`config.mk`:
```
export PLATFORM = sky130hd
export DESIGN_NAME = knn_seq_ctrl
export DESIGN_NICKNAME = d
export VERILOG_FILES = /design/src/rtl/knn_pkg.sv /design/src/rtl/knn_sat_counter.sv /design/src/rtl/knn_seq_ctrl.sv
export SDC_FILE = /design/constraint.sdc
export NUM_CORES = 1
export LEC_CHECK = 0
export BUFFER_PORTS_ARGS = -buffer_cell sky130_fd_sc_hd__buf_2
export CELL_PAD_IN_SITES_DETAIL_PLACEMENT = 1
export CELL_PAD_IN_SITES_GLOBAL_PLACEMENT = 1
export CORE_ASPECT_RATIO = 1.1
export CORE_MARGIN = 2
export CORE_UTILIZATION = 41
export DETAILED_ROUTE_END_ITERATION = 8
export GPL_ROUTABILITY_DRIVEN = 0
export PLACE_DENSITY = 0.92
export SLEW_MARGIN = 25
export SYNTH_ARGS = -nofsm -noshare
export SYNTH_HDL_FRONTEND = slang
export SYNTH_HIERARCHICAL = 1
export SYNTH_SLANG_ARGS = --single-unit
```
`constraint.sdc`:
```
create_clock -name clk -period 3.6 [get_ports clk]
set_input_delay 0.18 -clock clk [delete_from_list [all_inputs] [get_ports clk]]
set_output_delay 0.18 -clock clk [all_outputs]
set_load 0.01 [all_outputs]
```
`src/rtl/knn_pkg.sv`:
```
// knn_pkg
// Shared definitions for the KNN accelerator control slice.
//   knn_state_t      : 3-bit controller state encoding (codes 4-7 unused)
//   KNN_N_TRAIN      : default number of train points held in memory
//   KNN_SORT_CYCLES  : default length of one sort sweep in cycles
//   TYPE_TRAIN/TEST  : values of the input data-type bit
package knn_pkg;

  typedef enum logic [2:0] {
    ST_IDLE = 3'd0,
    ST_ARM  = 3'd1,
    ST_SORT = 3'd2,
    ST_DONE = 3'd3
  } knn_state_t;

  localparam int KNN_N_TRAIN     = 128;
  localparam int KNN_SORT_CYCLES = 32;

  localparam logic TYPE_TRAIN = 1'b0;
  localparam logic TYPE_TEST  = 1'b1;

endpackage

```
`src/rtl/knn_sat_counter.sv`:
```
// knn_sat_counter
// Up-counter that stops at MAX; a clear request wins over an increment.
// Ports:
//   clk   : clock, rising edge
//   rst   : asynchronous active-high reset, count returns to 0
//   inc   : advance by one unless already at MAX
//   clr   : return to 0 (priority over inc)
//   count : current value
module knn_sat_counter #(
  parameter int WIDTH = 8,
  parameter int MAX   = 255
) (
  input  logic             clk,
  input  logic             rst,
  input  logic             inc,
  input  logic             clr,
  output logic [WIDTH-1:0] count
);

  localparam logic [WIDTH-1:0] MAX_V = WIDTH'(MAX);

  // Count register: clear first, then saturating increment.
  always_ff @(posedge clk or posedge rst) begin
    if (rst) begin
      count <= '0;
    end else if (clr) begin
      count <= '0;
    end else if (inc && (count != MAX_V)) begin
      count <= count + WIDTH'(1);
    end
  end

endmodule

```
`src/rtl/knn_seq_ctrl.sv`:
```
// knn_seq_ctrl
// Sequencing controller for the KNN accelerator. Loads train points into
// memory, captures the test point, then runs a fixed-length cyclic sort
// sweep over memory and presents the result until new input arrives.
// Ports:
//   clk, rst                 : clock (rising edge), async active-high reset
//   i_valid, i_data_type     : input word strobe and kind (0 train, 1 test)
//   i_train_points_update    : discard the train set (DONE only)
//   i_abort                  : abandon the running search (ARM/SORT only)
//   o_ready, o_drop          : word accepted / word ignored while busy
//   o_wr_rq, o_wr_source     : train memory write and its source (1 = sort)
//   o_wr_test_point_en       : load the test-point register
//   o_sorting_indication     : a sort cycle is active
//   o_clr_smallest_data_regs : clear the sorter result registers
//   o_valid, o_busy          : result valid (DONE) / search running (ARM, SORT)
//   o_current_state          : raw state code
//   o_train_count            : train points received, saturating at N_TRAIN
//   o_sort_count             : sort cycles elapsed in the current sweep
module knn_seq_ctrl
  import knn_pkg::*;
#(
  parameter int N_TRAIN     = KNN_N_TRAIN,
  parameter int SORT_CYCLES = KNN_SORT_CYCLES,
  parameter int CNT_W       = $clog2(N_TRAIN + 1),
  parameter int SRT_W       = $clog2(SORT_CYCLES + 1)
) (
  input  logic             clk,
  input  logic             rst,
  input  logic             i_valid,
  input  logic             i_data_type,
  input  logic             i_train_points_update,
  input  logic             i_abort,
  output logic             o_ready,
  output logic             o_drop,
  output logic             o_wr_rq,
  output logic             o_wr_source,
  output logic             o_wr_test_point_en,
  output logic             o_sorting_indication,
  output logic             o_clr_smallest_data_regs,
  output logic             o_valid,
  output logic             o_busy,
  output logic [2:0]       o_current_state,
  output logic [CNT_W-1:0] o_train_count,
  output logic [SRT_W-1:0] o_sort_count
);

  localparam logic [CNT_W-1:0] TRAIN_FULL = CNT_W'(N_TRAIN);
  localparam logic [CNT_W-1:0] TRAIN_LAST = CNT_W'(N_TRAIN - 1);
  localparam logic [SRT_W-1:0] SORT_LAST  = SRT_W'(SORT_CYCLES - 1);

  knn_state_t       state;
  knn_state_t       next_state;
  logic             test_flag;
  logic [CNT_W-1:0] train_cnt;
  logic [SRT_W-1:0] sort_cnt;

  logic train_inc;
  logic train_clr;
  logic sort_inc;
  logic sort_clr;
  logic tf_set;
  logic tf_clr;
  logic is_test;
  logic full_now;
  logic full_after;

  assign is_test    = (i_data_type == TYPE_TEST);
  // "Full after this cycle" lets the last train word trigger ARM directly
  // when the test point was captured before the train set completed.
  assign full_now   = (train_cnt == TRAIN_FULL);
  assign full_after = full_now || (train_cnt == TRAIN_LAST);

  knn_sat_counter #(
    .WIDTH (CNT_W),
    .MAX   (N_TRAIN)
  ) u_train_cnt (
    .clk   (clk),
    .rst   (rst),
    .inc   (train_inc),
    .clr   (train_clr),
    .count (train_cnt)
  );

  knn_sat_counter #(
    .WIDTH (SRT_W),
    .MAX   (SORT_CYCLES)
  ) u_sort_cnt (
    .clk   (clk),
    .rst   (rst),
    .inc   (sort_inc),
    .clr   (sort_clr),
    .count (sort_cnt)
  );

  // Next-state decode plus all control outputs. Outputs are combinational
  // from state, counters and inputs so the datapath sees them in the same
  // cycle the word is presented.
  always_comb begin
    next_state               = state;
    train_inc                = 1'b0;
    train_clr                = 1'b0;
    sort_inc                 = 1'b0;
    sort_clr                 = 1'b0;
    tf_set                   = 1'b0;
    tf_clr                   = 1'b0;
    o_ready                  = 1'b0;
    o_wr_rq                  = 1'b0;
    o_wr_source              = 1'b0;
    o_wr_test_point_en       = 1'b0;
    o_sorting_indication     = 1'b0;
    o_clr_smallest_data_regs = 1'b0;
    o_valid                  = 1'b0;
    o_busy                   = 1'b0;

    case (state)
      ST_IDLE: begin
        o_ready = 1'b1;
        if (i_valid) begin
          if (is_test) begin
            o_wr_test_point_en = 1'b1;
            tf_set             = 1'b1;
            if (full_now) begin
              next_state = ST_ARM;
            end
          end else begin
            // Writes continue once full; the counter simply holds.
            o_wr_rq   = 1'b1;
            train_inc = 1'b1;
            if (full_after && test_flag) begin
              next_state = ST_ARM;
            end
          end
        end
      end

      ST_ARM: begin
        o_busy                   = 1'b1;
        o_clr_smallest_data_regs = 1'b1;
        sort_clr                 = 1'b1;
        if (i_abort) begin
          tf_clr     = 1'b1;
          next_state = ST_IDLE;
        end else begin
          next_state = ST_SORT;
        end
      end

      ST_SORT: begin
        o_busy = 1'b1;
        if (i_abort) begin
          o_clr_smallest_data_regs = 1'b1;
          sort_clr                 = 1'b1;
          tf_clr                   = 1'b1;
          next_state               = ST_IDLE;
        end else begin
          o_wr_rq              = 1'b1;
          o_wr_source          = 1'b1;
          o_sorting_indication = 1'b1;
          if (sort_cnt == SORT_LAST) begin
            sort_clr   = 1'b1;
            next_state = ST_DONE;
          end else begin
            sort_inc = 1'b1;
          end
        end
      end

      ST_DONE: begin
        o_ready = 1'b1;
        o_valid = 1'b1;
        if (i_train_points_update) begin
          o_clr_smallest_data_regs = 1'b1;
          train_clr                = 1'b1;
          tf_clr                   = 1'b1;
          next_state               = ST_IDLE;
          // A test word arriving with the update starts the new train set
          // with its test point already in place.
          if (i_valid && is_test) begin
            o_wr_test_point_en = 1'b1;
            tf_set             = 1'b1;
          end
        end else if (i_valid && is_test) begin
          o_wr_test_point_en = 1'b1;
          next_state         = ST_ARM;
        end else if (i_valid) begin
          o_wr_rq    = 1'b1;
          next_state = ST_ARM;
        end
      end

      default: begin
        next_state = ST_IDLE;
      end
    endcase
  end

  // Ignored words are flagged rather than silently lost.
  assign o_drop          = i_valid && !o_ready;
  assign o_current_state = state;
  assign o_train_count   = train_cnt;
  assign o_sort_count    = sort_cnt;

  // State and test-flag register. Setting the flag wins over clearing it so
  // an update-with-test-word in DONE leaves the flag set.
  always_ff @(posedge clk or posedge rst) begin
    if (rst) begin
      state     <= ST_IDLE;
      test_flag <= 1'b0;
    end else begin
      state <= next_state;
      if (tf_set) begin
        test_flag <= 1'b1;
      end else if (tf_clr) begin
        test_flag <= 1'b0;
      end
    end
  end

endmodule
```
# Word-level counts from Yosys, hierarchy flattened

Cells that the tools add are included.

Add/subtract/negate cells: 2
Multipliers: 0
Div/mod/pow operators: 0
Magnitude comparators: 0
Equality and inequality tests: 13
Shifts and indexed selects: 0
Multiplexer cells: 46
Bitwise operators: 0
Reductions and logical operators: 14

Operators with widths:

| cell                  | number |
|---|---|
| $mux W3               | 9 |
| $mux W1               | 25 |
| $mux W8               | 2 |
| $mux W6               | 2 |
| $pmux W3 S4           | 1 |
| $ne A3 B3 Y1 const B  | 3 |
| $add A8 B1 Y8 const B | 1 |
| $eq A8 B7 Y1 const B  | 1 |
| $eq A8 B8 Y1 const B  | 1 |
| $ne A8 B8 Y1 const B  | 1 |
| $pmux W1 S2           | 4 |
| $add A6 B1 Y6 const B | 1 |
| $eq A3 B2 Y1 const B  | 2 |
| $eq A6 B5 Y1 const B  | 1 |
| $ne A6 B6 Y1 const B  | 1 |
| $pmux W1 S3           | 2 |
| $reduce_bool A2 Y1    | 3 |
| $logic_and A1 B1 Y1   | 5 |
| $reduce_and A5 Y1     | 1 |
| $ne A4 B4 Y1 const B  | 1 |
| $reduce_or A2 Y1      | 2 |
| $eq A3 B1 Y1 const B  | 1 |
| $logic_not A3 Y1      | 1 |
| $mux W2               | 1 |
| other kinds (3)       | 3 |

Bits in registers: 18
Bits in latches: 0
Memory bits (writable): 0
Bits in read-only memories: 0
Input bits: 6
Output and inout bits: 26
Word-level logic and storage cells: 79
Memories: 0

# Longest topological paths before layout

Word-level depth: 7
Mapped depth: 10
Depth with buffers taken out: 9

# Hierarchy

Netlist, hierarchy kept.

By module, submodules not included:

| module                        | times used | cells each | area each (um^2) | seq. area each (um^2) |
|---|---|---|---|---|
| knn_sat_counter (u_train_cnt) | 1          | 47         | 446.7            | 200.2 |
| knn_sat_counter (u_sort_cnt)  | 1          | 41         | 386.6            | 150.1 |
| knn_seq_ctrl                  | 1          | 56         | 385.4            | 75.1 |

# Least setup slack after synthesis

OpenSTA, ideal clock, no wires.

Path type: register -> register
From: reg state[1] (netlist: o_current_state[1])
To: reg u_sort_cnt.count[1]
Library setup time: 139 ps
Arrival: 1978 ps
Required time: 3461 ps
Slack: 1483 ps
Stages on the path, launching flop included: 8
Buffers on the path: 1
Period minus slack after synthesis: 2117 ps
Cells stage by stage: dfrtp_1 -> inv_1 -> ha_1 -> inv_1 -> a21oi_1 -> buf_2 -> and4b_1 -> or4_1

Elaborated cells on any way between the ends: 7
Those cells by class: eq/ne (2); mux (3); reduce/logical (2)

RTL lines:

| element                                       | line                  | text |
|---|---|---|
| start: declaration                            | knn_seq_ctrl.sv:51    | `knn_state_t state;` |
| start signal: assignment                      | knn_seq_ctrl.sv:210   | `state <= next_state;` |
| $eq A3 B2 Y1 or $eq A3 B1 Y1 (tied branches)  | knn_seq_ctrl.sv:115   | `case (state)` |
| $pmux W1 S2 *                                 | knn_seq_ctrl.sv:115   |  |
| via sort_clr                                  | knn_seq_ctrl.sv:60    | `logic sort_clr;` |
| $mux W6 or $reduce_bool A2 Y1 (tied branches) | -                     |  |
| end signal: assignment                        | knn_sat_counter.sv:29 | `count <= count + WIDTH'(1);` |
| end: declaration                              | knn_sat_counter.sv:17 | `output logic [WIDTH-1:0] count` |

Mark *: on every way through the listed nets, which the timed path passes. The rest lies on a longest branch.
A chain may end at the register's enable or synchronous reset.

# Worst setup path in the final report

Ends and elaborated chain as after synthesis.

==> flow_summary_export.csv <==
group,metric,value,unit
status,outcome,"completed",
power,comb_power_share,0.544,
power,p_seq_frac,0.349,
die,die_w,55.98,um
yosys,synth.avg_cell_area,8.463,um^2
global_routing,overflow,0,
die,std_cell_rows,20,
cts,cts_root_buffer,"clkbuf_4",
cts,htreeDepth,1,
yosys,synth_common_cells,"19 x inv_1, 17 x dfrtp_1, 15 x nor2_1, 11 x a21oi_1, 9 x nand2_1",
worst_hold_path,hp-class,"in -> reg",
detailed_routing,vias,1185,
detailed_routing,dr.pass1.iters,4,
global_routing,grt_first_pass_wirelength,5899,um
cells_and_area,antennaDiodeCount,0,
detailed_routing,drcViolationCount,0,
cts,cts_resized,0,
yosys,synth.distinct_cells,43,
detailed_routing,wl_per_cell,17.64,um
setup_path,crit_required,3.77,ns
global_routing,grt_pass1_vias,1234,
placement,hpwl,2940,um
cts,holdBufCountCts,1,
timing,setup_tns,0,ns
placement,place_inst,202,
timing,finalHoldViolCount,0,
power,internal_power,499.2,uW
timing,setup_viol_count_final,0,
global_routing,grt_usage,0.2244,
power,p_sw_frac,0.4888,
timing,period_needed,2.466,ns
global_routing,antenna_found_initial,0,
yosys,syn_nets,158,
cells_and_area,instances_no_fill,207,
die,die-area,3425,um^2
yosys,synth-async-reset-ratio,1.000,
timing,worstMarginPinSlew,0.7491,ns
setup_path,crit_fanout,11,
detailed_routing,wl,3651,um
timing,whs,0.2395,ns
detailed_routing,antenna_left,0,
yosys,yosys_warnings,6,
cts,clockBufferDepth,2,
yosys,synth_area_leader_cell,"dfrtp_1",
cts,cts_tree,"yes",
power,leakage,0.7109,nW
cells_and_area,ff_latch_area,425.4,um^2
timing,finClkSkew,0.01142,ns
detailed_routing,via_per_inst,5.725,
cells_and_area,fin_area,1418,um^2
timing,slew_viol_final,0,
yosys,synth_seq_cells,17,
cells_and_area,synthToLayoutAreaGrowth,16.32,%
placement,place_area,1381,um^2
global_routing,grt_max_degree,12,
yosys,netlist_area,1219,um^2
timing,fin_crit_sh,0.6851,
die,core,2803,um^2
yosys,synth-edff-count,0,
cells_and_area,multi_input_area,693.2,um^2
timing,rsz0062_at_grt,"no",
cells_and_area,layout-drive-gt1-share,0.2241,
timing,max_freq,405.5,MHz
yosys,synthTopCellsByArea,"dfrtp_1 35%, ha_1 8.2%, inv_1 5.9%, nor2_1 4.6%, a21oi_1 4.5%",
cts,insertion_delay,0.29,ns
cts,path_clk_slew,0.11,ns
yosys,synth.most_common_cell,"inv_1",
power,p_per_area,688.9,nW/um^2
setup_path,endpoint_kind,"register",
cts,cts_setup_buffers,0,
die,initial_utilization,0.4348,
setup_path,critPathKind,"reg -> reg",
setup_path,crit_arrival,2.63,ns
flow_run,maxCapViolCount,0,
yosys,synth_flop_cell,"dfrtp_1",
yosys,synthesis.instances,144,
cells_and_area,layout.nets,189,
die,ios,32,
cts,cts_sinks,17,
placement,io_buffers,30,
cts,cts_inserted_buffers,3,
yosys,yosysTopAreaCellShare,0.3491,
power,switchingPower,477.4,uW
setup_path,startpoint_type,"register",
timing,slew_headroom,0.5006,
die,die_h,61.18,um
power,ir_drop,0.3946,mV
detailed_routing,drt_iter0_markers,48,
power,p_clk_frac,0.107,
cells_and_area,fillers,369,
yosys,ys_seq_area_frac,0.3491,
## path summary, 6_finish.rpt
| path | endpoint | depth (start not counted) | startpoint | slack (ns) |
|---|---|---|---|---|
| worst max-delay path | u_sort_cnt/count[1]$_DFFE_PP0P_ | 6 | o_current_state[1]$_DFFE_PP0P_ | 1.13 |
| worst min-delay path | test_flag$_DFFE_PP0P_ | 3 | i_valid | 0.24 |
| worst max register to register | u_sort_cnt/count[1]$_DFFE_PP0P_ | 6 | o_current_state[1]$_DFFE_PP0P_ | 1.13 |
| worst min register to register | test_flag$_DFFE_PP0P_ | 2 | test_flag$_DFFE_PP0P_ | 0.58 |
| max in group asynchronous | u_train_cnt/count[0]$_DFFE_PP0P_ | 3 | rst | 2.96 |
| min in group asynchronous | o_current_state[1]$_DFFE_PP0P_ | 3 | rst | 0.30 |
## critical path, stage by stage (launching register included)
cell and delay (ns):
dfrtp_1 0.45, inv_1 0.12, ha_1 0.33, inv_1 0.09
a21oi_1 0.59, and4b_1 0.27, or4_1 0.48
## registers in the layout, summed over array words and instances (netlist names)
name,count
u_sort_cnt/count,6
test_flag,1
o_current_state,2
u_train_cnt/count,8
## layout make-up
type / instances / share of cell area
clock buffer: 4 / 0.01853
inverter: 19 / 0.05031
multi-input combinational: 103 / 0.4890
sequential: 17 / 0.3001
tap: 33 / 0.02913
timing repair buffer: 31 / 0.1130
## per-layer routing
metal | wire length [um] | global-route usage | part of all wire | vias to the layer above
met1 | 1454 | 0.2415 | 0.40 | 584
li1 | - | - | - | 562
met4 | 101 | 0.09864 | 0.028 | 0
met2 | 1986 | 0.4437 | 0.54 | 29
met5 | 0 | 0 | 0 | -
met3 | 108 | 0.03361 | 0.030 | 10
## kinds of logic (layout without fill, tap and decap cells)
| kind of cell | Yosys count | after routing | synth area share |
|---|---|---|---|
| AND/OR/NAND/NOR | 56 | 56 | 0.2772 |
| AO/OA/AOI/OAI | 31 | 31 | 0.1520 |
| buffers and inverters | 24 | 54 | 0.08213 |
| flip-flops | 17 | 17 | 0.3491 |
| adder cells (fa/ha/maj) | 8 | 8 | 0.08214 |
| XOR/XNOR | 4 | 4 | 0.02875 |
| multiplexers | 3 | 3 | 0.02567 |
| other | 1 | 1 | 0.003077 |
## placed cells by master, fill, tap and decap left out, drive strengths merged, types with 3 or more instances in the layout
| master | count |
|---|---|
| a21oi | 11 |
| dfrtp | 17 |
| nand2b | 3 |
| ha | 8 |
| o21ai | 10 |
| inv | 19 |
| nand4 | 5 |
| or4 | 3 |
| nand3 | 3 |
| nor2 | 15 |
| or3 | 3 |
| xor2 | 3 |
| clkbuf | 4 |
| buf | 30 |
| nand2 | 9 |
## power by group through the flow
stage	clock network, mW	registers (mW)	logic, mW
floorplan	0	0.345	0.324
global placement	0	0.333	0.484
detailed placement	0	0.344	0.527
CTS	0.107	0.340	0.531
global route	0.116	0.354	0.584
finish	0.104	0.341	0.531
## stage by stage
| step | worst slack (ns) | total power, mW | util |
|---|---|---|---|
| floorplan | 1.483 | 0.6694 | - |
| global placement | 1.350 | 0.8174 | 0.4929 |
| detailed placement | 1.151 | 0.8709 | 0.4929 |
| CTS | 1.141 | 0.9770 | 0.5058 |
| global route | 0.9797 | 1.053 | 0.5058 |
| finish | 1.134 | 0.9765 | 0.5058 |
No activity file was read; power rests on OpenSTA's default activity.
